## src/rtl/shift_register.sv

```systemverilog
// -----------------------------------------------------------------------------
// shift_register
//
// Fixed-latency delay line. WIDTH-bit words travel through LENGTH cascaded
// register stages, so every word appears on data_out exactly LENGTH clocks
// after it was captured. Typical use is to match pipeline depth between
// parallel datapaths.
//
// Flow control: there is no valid/ready handshake and no stall. One word is
// accepted on data_in and one word is emitted on data_out on every rising
// clock edge, unconditionally.
//
// Parameters:
//   WIDTH   word width in bits (>= 1)
//   LENGTH  number of stages, equal to the latency in clocks (>= 1)
//
// Ports:
//   clock     in   1             rising-edge clock
//   reset     in   1             synchronous active-high reset, clears all stages
//   data_in   in   WIDTH         word captured into stage 0 on each edge
//   data_out  out  WIDTH         last stage (LENGTH-1), registered output
//   taps      out  WIDTH*LENGTH  all stages, stage 0 in the LSBs
//                                (present only when SHIFT_REGISTER_TAPS_EN
//                                is defined)
//
// Optional feature macro: SHIFT_REGISTER_TAPS_EN
// -----------------------------------------------------------------------------
module shift_register #(
  parameter int WIDTH  = 8,
  parameter int LENGTH = 4
) (
  input  logic                    clock,
  input  logic                    reset,
  input  logic [WIDTH-1:0]        data_in,
`ifdef SHIFT_REGISTER_TAPS_EN
  output logic [WIDTH*LENGTH-1:0] taps,
`endif
  output logic [WIDTH-1:0]        data_out
);

  // Reject illegal geometry at elaboration time.
  if (WIDTH < 1 || LENGTH < 1) begin : g_param_check
    $error("shift_register: WIDTH and LENGTH must both be >= 1");
  end

  // Packed so that element k occupies bits [WIDTH*(k+1)-1 : WIDTH*k]; the
  // whole vector is then exactly the taps layout with stage 0 in the LSBs.
  logic [LENGTH-1:0][WIDTH-1:0] stage_q;
  logic [LENGTH-1:0][WIDTH-1:0] stage_d;

  always_comb begin
    stage_d    = stage_q;
    stage_d[0] = data_in;
    // Loop body never runs when LENGTH == 1, leaving a single register.
    for (int k = 1; k < LENGTH; k++) begin
      stage_d[k] = stage_q[k-1];
    end
  end

  // Reset wins over data: in-flight words are discarded on the first edge
  // with reset high.
  always_ff @(posedge clock) begin
    if (reset) begin
      stage_q <= '0;
    end else begin
      stage_q <= stage_d;
    end
  end

  assign data_out = stage_q[LENGTH-1];

`ifdef SHIFT_REGISTER_TAPS_EN
  assign taps = stage_q;
`endif

endmodule

```

## config.mk

```make
export PLATFORM = sky130hd
export DESIGN_NAME = shift_register
export DESIGN_NICKNAME = d
export VERILOG_FILES = /design/src/rtl/shift_register.sv
export SDC_FILE = /design/constraint.sdc
export NUM_CORES = 1
export LEC_CHECK = 0
export BUFFER_PORTS_ARGS = -buffer_cell sky130_fd_sc_hd__buf_2
export CELL_PAD_IN_SITES_DETAIL_PLACEMENT = 0
export CELL_PAD_IN_SITES_GLOBAL_PLACEMENT = 2
export CORE_ASPECT_RATIO = 1.1
export CORE_MARGIN = 5
export CORE_UTILIZATION = 33
export DETAILED_ROUTE_END_ITERATION = 10
export GPL_TIMING_DRIVEN = 0
export PLACE_DENSITY_LB_ADDON = 0.1
export SYNTH_ARGS = -nofsm -noshare
export SYNTH_HDL_FRONTEND = slang
export SYNTH_SLANG_ARGS = --single-unit
```

## constraint.sdc

```tcl
create_clock -name clock -period 0.8 [get_ports clock]
set_clock_uncertainty 0.1 [all_clocks]
set_input_delay 0.04 -clock clock [delete_from_list [all_inputs] [get_ports clock]]
set_output_delay 0.04 -clock clock [all_outputs]
set_load 0.05 [all_outputs]
```

; Yosys cells after proc, flatten, opt, wreduce, memory -nomap -nowiden
; Cells that the tools add are included.
[word_totals]
register_bits = 32
latchBits = 0
mem_bits_rw = 0
romBits = 0
inputBits = 10
output_inout_bits = 8
elab_cells = 4
mem_count = 0
[classes]
n_addsub = 0
n_mul = 0
div_mod_pow = 0
magnitude_cmp = 0
eq_ne = 0
n_shift = 0
muxes = 0
bitwise_logic = 0
n_reduce_logical = 0

; Logic depth before layout (Yosys ltp)
; Gate-level depths: netlist of the first run.
[depth]
depth_word = 0
depth_mapped = 2
ltp_nobuf = 1

; Least setup slack after synthesis of the first run
; Ideal clock, no wire load.
[synth_timing]
kind = register to output
start = reg stage_q (netlist bit data_out[0])
end = out data_out[0]
arrival_time_ns = 0.587
required_time_ns = 0.660
slack_ns = 0.073
stages_incl_launch_ff = 1
n_path_buf = 0
cell_sequence = dfxtp_1
[synth_lines]
columns = item, line
row1 = from (decl), 48  ; logic [LENGTH-1:0][WIDTH-1:0] stage_q;
row2 = from (signal assigned), 66  ; stage_q <= stage_d;
row3 = to (decl), 38  ; output logic [WIDTH-1:0] data_out
; No word-level cell between the ends.

; Worst setup path after layout of the first run
[layout_timing]
start = reg stage_q (netlist bit data_out[0])
end = out data_out[0]
; No word-level cell between the ends.

==> metrics.md, run 1 <==
| Metric | Value |
|---|---|
| DRC | `0` |
| Design Area, Final | `1210 sq um` |
| Hold Vio Cnt, Final | `18` |
| Synth unique cells | `3` |
| CTS max path bufs | `2` |
| Cell Area, Placed | `987 sq um` |
| # IOs | `18` |
| CTS Buf Count | `5` |
| Synth area leaders | `dfxtp_1 74%, nor2b_1 23%, buf_4 2.6%` |
| Final core occ | `0.483` |
| Cell taking the most area after synthesis | `dfxtp_1` |
| Worst Reg-to-Reg Cells | `1` |
| Top FF cell, synth | `dfxtp_1` |
| Drt wl/cell | `7.42 um` |
| CP Launch Point | `data_out[0]` |
| Final GP Congestion | `0.610` |
| TritonRoute pass-1 iters | `2` |
| Post-CTS Hold Buffers | `9` |
| Clock sinks | `32` |
| Internal power | `2070 uW` |
| Switch share | `0.206` |
| Congestion Overflow GR | `0` |
| Crit Path Max Fanout | `1` |
| Min-delay src | `reset` |
| Crit. End Element | `output port` |
| Peak supply drop | `1330 uV` |
| Antenna-violating nets left | `0` |
| CP top delay family | `flip-flops` |
| MaxCap Viol Count | `0` |
| Layout area overhead | `39.7%` |
| PnR Total Power | `2610 uW` |
| Startpoint Class | `flip-flop` |
| Failing checks | `hold timing, setup timing` |
| Syn Area/Cell | `12.9 sq um` |
| Drt initial violations | `2` |
| Post-Syn Nets | `77` |
| Sw Pwr | `538 uW` |
| Final worst setup slack | `-0.124 ns` |
| Post-synth EDFFs | `0` |
| Pwr dens | `2160 nW/um^2` |
| F_max | `1080 MHz` |
| Seq/Total Area, Yosys | `0.742` |
| Yosys top cell area share | `0.742` |
| Share of cells above drive strength 1 | `0.340` |
| Gr usage total | `0.0713` |
| Cells after Synth | `67` |
| Final hold slack | `-0.00834 ns` |
| DIE HEIGHT | `63.6 um` |
| Initial Util | `0.346` |
| Via count | `493` |
| R2r setup slk | `0.19 ns` |
| Filler Cell Count | `248` |
| Crit path time final | `0.924 ns` |
| RSZ-0062 raised after global routing | `yes` |
| Setup Fix Bufs, Post-CTS | `0` |
| Status | `finished, violations left` |
| RR Startpoint | `stage_d[24]` |
| Reg-to-Reg End | `data_out[0]` |
| Worst EP required | `0.66 ns` |
| Max incr delay on CP | `0.34 ns` |
| Core area | `2500 sq um` |
| Dpl hpwl | `628 um` |
| CTS tree | `yes` |
| Seq pwr share | `0.636` |
| Clock latency at the later pin of the worst-skew pair | `0.31 ns` |
| Synth cell count leaders | `32 x dfxtp_1, 32 x nor2b_1, 3 x buf_4` |
| Antenna violations before repair | `0` |
| Max-slew violation count | `0` |
| Clock share of power | `0.301` |
| Final setup vio count | `8` |
| Largest net degree at the start of global routing | `11` |
| Synth Register Bits | `32` |
| LEAKAGE | `0.000508 uW` |
| CTS clock-pin slew for the worst setup and hold paths | `0.09 ns` |
| Min-Delay Path Depth | `3` |
| Number of diodes | `0` |
| Die ar. | `3740 sq um` |
| Tcrit/Tclk final | `1.15` |
| Worst path slowest cell | `dfxtp_2` |
| Async S/R FF share, synth | `0` |
| Actual slew at the worst max-slew pin | `0.111 ns` |
| Clock root cell | `clkbuf_4` |
| WP buf/inv | `1` |
| Comb pwr share | `0.063` |
| Worst slew margin | `0.926` |
| WL final | `972 um` |
| H-tree depth | `2` |
| Number of cell rows | `19` |
| First-pass GRT wire length | `1.88 mm` |
| Critical path, cell by cell | `buf_8` |
| Die width | `58.8 um` |
| Vias in the first global route | `450` |
| CP Data Arrival Time | `0.78 ns` |
| Hold path endpoint | `data_out[6]` |
| YS warnings | `0` |
| Crit path kind | `reg -> out` |
| Fin nets | `110` |
| Number of vias per cell | `3.76` |
| Worst hold-check path type | `in -> reg` |
| I/O Buffers | `17` |
| Syn Std Cell Area | `863 sq um` |
[flip-flops by register name (all words and copies together), names as in the netlist]
register	count
data_out	8
stage_d	24
[cells in the final DEF, fill, tap and decap left out]
cell type and count:
buf_6 2, buf_4 3, nor2b_1 32, clkinv_2 1
dfxtp_1 24, buf_8 6, clkbuf_1 1, dfxtp_2 8
dlygate4sd3_1 9, buf_2 9, clkbuf_4 5
[per-layer routing]
metal  vias up  wire (um)  global-route usage  share of wire
met5         -          0                   0              0
met3         4        116              0.0612           0.12
met1       208        401              0.0728           0.41
li1        263          -                   -              -
met2        18        429              0.0967           0.44
met4         0         25              0.0425          0.026
[worst max-delay path by stage]
stage          cells after the start  slack, ns     endpoint
5_1_grt                            1      -0.19  data_out[5]
4_1_cts                            1      -0.15  data_out[0]
3_3_place_gp                       1       0.13  data_out[7]
6_report                           1      -0.12  data_out[0]
2_1_floorplan                      0       0.07  data_out[0]
3_5_place_dp                       1       0.12  data_out[0]
[repair_timing]
item | in CTS | in global routing
resized for setup | 29 | 1
setup endpoints to repair | 8 | 8
gates cloned | 0 | 0
endpoints found under the hold margin | 9 | 7
[cell type report]
type | instances | area, sq um | area share
multi-input cells | 32 | 200 | 0.166
clock inverters | 1 | 5.00 | 0.00415
repair buffers | 26 | 248 | 0.205
clock buffers | 6 | 41.3 | 0.0342
well taps | 31 | 38.8 | 0.0322
flip-flops and latches | 32 | 651 | 0.539
plain buffers | 3 | 22.5 | 0.0187
[power by group through the flow]
| stage | Clock, uW | Combinational (uW) | Sequential (uW) |
|---|---|---|---|
| 3_5_place_dp | 0 | 123 | 1690 |
| 6_report | 784 | 165 | 1660 |
| 4_1_cts | 833 | 168 | 1660 |
| 2_1_floorplan | 0 | 61.0 | 1710 |
| 5_1_grt | 922 | 186 | 1660 |
| 3_3_place_gp | 0 | 120 | 1690 |
[kinds of logic after synthesis]
family                 synth area share
DFF                               0.742
and+or+nand+nor                   0.232
buffers and inverters            0.0261
[through the flow]
| stage | std cells | setup WS, ns | TNS (ns) |
|---|---|---|---|
| 6_report | 131 | -0.124 | -0.980 |
| 5_1_grt | 131 | -0.187 | -1.41 |
| 4_1_cts | 131 | -0.147 | -1.16 |
| 3_5_place_dp | 115 | 0.124 | 0 |
| 3_3_place_gp | 115 | 0.127 | 0 |
| 2_1_floorplan | 67 | 0.0727 | 0 |
No activity file was read; power rests on OpenSTA's default activity.
==> inputs of run 2 (changes only) <==
Settings changed: GPL_TIMING_DRIVEN 0 to unset.
==> run 2 against run 1 <==
Compared with the run above:
- highest routed layer unchanged
- the run ends with setup timing left
- largest cell class unchanged
- fmax decreased by 0.25%
- sequential share of layout area decreased by 0.33 points
- largest power group unchanged
- critical endpoint is now data_out[5]
- global-route usage decreased by 0.46 points
- cell count decreased by 1.5%
==> metrics.md, run 2 (same netlist as run 1, synthesis figures left out) <==
| Metric | Value |
|---|---|
| Final worst setup slack | `-0.126 ns` |
| Crit Path Max Fanout | `1` |
| Critical Path Stages | `1` |
| Number of vias per cell | `3.64` |
| Clock share of power | `0.329` |
| Share of cells above drive strength 1 | `0.327` |
| TritonRoute pass-1 iters | `2` |
| Number of cell rows | `19` |
| # IOs | `18` |
| Congestion Overflow GR | `0` |
| LEAKAGE | `0.000506 uW` |
| Layout area overhead | `40.6%` |
| Min-delay src | `reset` |
| Hold Vio Cnt, Final | `0` |
| Worst path slowest cell | `dfxtp_2` |
| Pwr dens | `2230 nW/um^2` |
| Pre-CTS setup slack | `0.124 ns` |
| Switch share | `0.197` |
| Startpoint Class | `flip-flop` |
| Clock sinks | `32` |
| Core area | `2500 sq um` |
| First-pass GRT wire length | `1.75 mm` |
| Max FFs per register | `24` |
| WL final | `954 um` |
| RSZ-0062 raised after global routing | `yes` |
| Internal power | `2180 uW` |
| Die width | `58.8 um` |
| I/O Buffers | `17` |
| WP buf/inv | `1` |
| Final setup vio count | `8` |
| Number of diodes | `0` |
| CP Launch Point | `data_out[5]` |
| Commonest cells after routing, fill and taps aside | `32 x nor2b_1, 24 x dfxtp_1, 9 x buf_2` |
| Antenna-violating nets left | `0` |
| Actual slew at the worst max-slew pin | `0.130 ns` |
| Antenna violations before repair | `0` |
| Vias in the first global route | `421` |
| Max-slew violation count | `0` |
| Crit. End Element | `output port` |
| Initial Util | `0.346` |
| Worst hold-check path type | `in -> reg` |
| DIE HEIGHT | `63.6 um` |
| MaxCap Viol Count | `0` |
| Final hold slack | `0.000751 ns` |
| Crit path kind | `reg -> out` |
| H-tree depth | `2` |
| CTS max path bufs | `2` |
| Seq pwr share | `0.611` |
| Failing checks | `setup timing` |
| RR Startpoint | `stage_d[29]` |
| Tcrit/Tclk final | `1.16` |
| Gr usage total | `0.0666` |
| Drt wl/cell | `7.40 um` |
| CP Data Arrival Time | `0.79 ns` |
| CTS clock-pin slew for the worst setup and hold paths | `0.08 ns` |
| Fin nets | `107` |
| Filler Cell Count | `224` |
| Sw Pwr | `534 uW` |
| Via count | `469` |
| Worst Reg-to-Reg Cells | `1` |
| Final GP Congestion | `0.565` |
| Clock root cell | `clkbuf_4` |
| Reg-to-Reg End | `data_out[5]` |
| Commonest non-fill, non-tap cell in the layout | `nor2b_1` |
| Setup Fix Bufs, Post-CTS | `0` |
| Crit path time final | `0.926 ns` |
| CTS Buf Count | `5` |
| Min-Delay Path Depth | `3` |
| Hold path endpoint | `data_out[3]` |
| R2r setup slk | `0.18 ns` |
| Max incr delay on CP | `0.34 ns` |
| CTS tree | `yes` |
| Die ar. | `3740 sq um` |
| Worst EP required | `0.66 ns` |
| Peak supply drop | `1200 uV` |
| Critical path, cell by cell | `buf_8` |
| CP top delay family | `flip-flops` |
| Largest net degree at the start of global routing | `33` |
| Clock latency at the later pin of the worst-skew pair | `0.31 ns` |
| Comb pwr share | `0.060` |
| Drt initial violations | `2` |
| DRC | `0` |
| Status | `finished, violations left` |
| F_max | `1080 MHz` |
| Worst slew margin | `0.913` |
run 2: cell types whose count changed in the layout (fill, tap and decap cells not counted):
cell / change
clkbuf_1: +1
buf_8: +2
dlygate4sd3_1: -1
clkinv_2: -1
buf_12: +1
clkbuf_8: +1
buf_4: -3
buf_6: -2
run 2: final cells by class:
type                       count  area, sq um  area share
clock buffer                   8         58.8      0.0485
multi-input combinational     32          200       0.165
sequential                    32          651       0.536
tap                           31         38.8      0.0320
timing repair buffer          26          265       0.219
run 2: power groups by stage:
stage	logic (uW)	clock network, uW	registers (uW)
global placement	120	0	1690
finish	163	891	1660
detailed placement	123	0	1690
CTS	162	937	1660
global route	180	1010	1660
floorplan	61.0	0	1710
run 2: per-layer routing:
layer | track usage | routed length (um) | up-vias
met5 | 0 | 0 | -
met4 | 0.0680 | 20 | 0
li1 | - | - | 259
met2 | 0.0801 | 435 | 19
met1 | 0.0737 | 383 | 187
met3 | 0.0429 | 115 | 4
run 2: repair_timing:
action / 4_1_cts / 5_1_grt
endpoints found under the hold margin: 18 / 0
resized for setup: 27 / 5
cloned: 0 / 0
endpoints found under the setup margin: 8 / 8
hold buffers: 8 / 0
run 2: how the worst max path moves through the flow:
stage | slack, ns | end
finish | -0.13 | data_out[5]
global route | -0.17 | data_out[0]
CTS | -0.15 | data_out[5]
detailed placement | 0.12 | data_out[5]
global placement | 0.13 | data_out[4]
floorplan | 0.07 | data_out[0]
run 2: through the flow:
| step | std cells | power [uW] | util | cell area [sq um] | TNS, ns |
|---|---|---|---|---|---|
| finish | 129 | 2710 | 0.486 | 1210 | -0.990 |
| detailed placement | 113 | 1820 | 0.394 | 985 | 0 |
| global placement | 113 | 1810 | 0.394 | 985 | 0 |
| floorplan | 67 | 1780 | - | 863 | 0 |
| CTS | 129 | 2760 | 0.479 | 1190 | -1.18 |
| global route | 129 | 2850 | 0.486 | 1210 | -1.33 |
==> inputs of run 3 (changes only) <==
Settings changed: GPL_TIMING_DRIVEN set to 0.
Clock period 0.8 ns to 0.9 ns, I/O delays scaled along.
==> run 3 against run 2 <==
Compared with the run above:
- the run still ends with setup timing left
- power is 15% lower
- cell area fell by 0.41%
- clock power down 22%
- die area unchanged
- routed wire length fell by 0.42%
- non-clock buffer count rose by 3
- critical endpoint is now data_out[0]
- largest power group unchanged
==> metrics.md, run 3 (same netlist as run 1, synthesis figures left out) <==
| Metric | Value |
|---|---|
| DR WL met2 | `420 um` |
| Antenna violations before repair | `0` |
| WL final | `950 um` |
| LEAKAGE | `0.000509 uW` |
| Die ar. | `3740 sq um` |
| # IOs | `18` |
| CTS Buf Count | `5` |
| Dpl hpwl | `628 um` |
| Gr usage total | `0.0696` |
| F_max | `1080 MHz` |
| Pre-CTS setup slack | `0.219 ns` |
| Status | `finished, violations left` |
| Worst hold-check path type | `reg -> reg` |
| TritonRoute pass-1 iters | `2` |
| Crit path time final | `0.927 ns` |
| Core area | `2500 sq um` |
| Congestion Overflow GR | `0` |
| CTS clock-pin slew for the worst setup and hold paths | `0.08 ns` |
| Clock sinks | `32` |
| I/O Buffers | `17` |
| Met1 wire length | `388 um` |
| RSZ-0062 raised after global routing | `yes` |
| CP Data Arrival Time | `0.78 ns` |
| DRC | `0` |
| CP Launch Point | `data_out[0]` |
| Via count | `488` |
| Hold Vio Cnt, Final | `0` |
| Met3 WL | `116 um` |
| Initial Util | `0.346` |
| Commonest non-fill, non-tap cell in the layout | `nor2b_1` |
| Worst path slowest cell | `dfxtp_2` |
| CP top delay family | `flip-flops` |
| Crit. End Element | `output port` |
| Startpoint Class | `flip-flop` |
| Peak supply drop | `1180 uV` |
| Worst EP required | `0.75 ns` |
| Final worst setup slack | `-0.0266 ns` |
| Worst slew margin | `0.928` |
| Die width | `58.8 um` |
| CTS tree | `yes` |
| Vias in the first global route | `447` |
| CTS max path bufs | `2` |
| Commonest cells after routing, fill and taps aside | `31 x nor2b_1, 24 x dfxtp_1, 9 x dlygate4sd3_1, 9 x buf_2, 8 x dfxtp_2` |
| H-tree depth | `2` |
| Max incr delay on CP | `0.34 ns` |
| Drt initial violations | `2` |
| Drt wl/cell | `7.25 um` |
| Number of diodes | `0` |
| Share of cells above drive strength 1 | `0.350` |
| Antenna-violating nets left | `0` |
| Crit Path Max Fanout | `1` |
| Final GP Congestion | `0.610` |
| First-pass GRT wire length | `1.84 mm` |
| RR Startpoint | `stage_d[30]` |
| Critical path, cell by cell | `buf_8` |
| WP buf/inv | `1` |
| Tcrit/Tclk final | `1.03` |
| R2r setup slk | `0.27 ns` |
| Number of cell rows | `19` |
| Max FFs per register | `24` |
| Failing checks | `setup timing` |
| Max-slew violation count | `0` |
| Actual slew at the worst max-slew pin | `0.108 ns` |
| Fin nets | `110` |
| MaxCap Viol Count | `0` |
| Min-delay src | `stage_d[20]` |
| Layout area overhead | `40.0%` |
| DIE HEIGHT | `63.6 um` |
| Number of vias per cell | `3.73` |
| Clock latency at the later pin of the worst-skew pair | `0.31 ns` |
| Largest net degree at the start of global routing | `11` |
| Pwr dens | `1910 nW/um^2` |
| Clock root cell | `clkbuf_4` |
| Top layer in use | `met4` |
| Final setup vio count | `8` |
| Final core occ | `0.484` |
| Crit path kind | `reg -> out` |
[run 3: cell count changes in the layout (fill, tap and decap cells not counted)]
cell           delta
buf_8             -2
nor2b_2           +1
buf_12            -1
buf_4             +3
clkinv_2          +1
nor2b_1           -1
dlygate4sd3_1     +1
clkbuf_1          -1
buf_6             +2
clkbuf_8          -1
[run 3: cell type report]
type                    count  area (sq um)
repair buffers             26           248
clock inverters             1          5.00
flip-flops and latches     32           651
plain buffers               3          22.5
clock buffers               6          41.3
well taps                  31          38.8
fillers                   246          1290
multi-input cells          32           203
[run 3: final timing paths]
path                 endpoint  depth (start not counted)
setup / recovery  data_out[0]                          1
hold / removal    stage_d[28]                          1
hold reg to reg   stage_d[28]                          1
setup reg to reg  data_out[6]                          1
[run 3: stage by stage]
stage	TNS [ns]	instance area [sq um]	hold WS [ns]	total power, uW	instances
2_1_floorplan	0	863	0.0166	1580	67
3_3_place_gp	0	987	0.152	1610	115
3_5_place_dp	0	987	0.158	1610	115
4_1_cts	-0.401	1200	0.339	2360	131
5_1_grt	-0.647	1210	0.352	2460	131
6_report	-0.207	1210	0.336	2310	131
[run 3: timing repair]
| action | CTS | global route |
|---|---|---|
| hold buffers | 9 | 0 |
| endpoints found under the setup margin | 8 | 9 |
| gates resized for setup | 29 | 2 |
| endpoints found under the hold margin | 9 | 0 |
| buffers inserted | 0 | 0 |
| pin swaps | 0 | 0 |
[run 3: routing by layer]
metal,vias up,GRT usage
met1,203,0.0703
met5,-,0
met3,4,0.0612
met2,18,0.0939
met4,0,0.0425
li1,263,-
[run 3: report_power, final]
part / internal, uW / total [uW] / leakage, uW / switching [uW]
registers: 1460 / 1470 / 0.000266 / 9.32
logic: 87.7 / 147 / 0.000214 / 58.9
clock network: 287 / 694 / 0.0000281 / 407
total: 1840 / 2310 / 0.000509 / 475
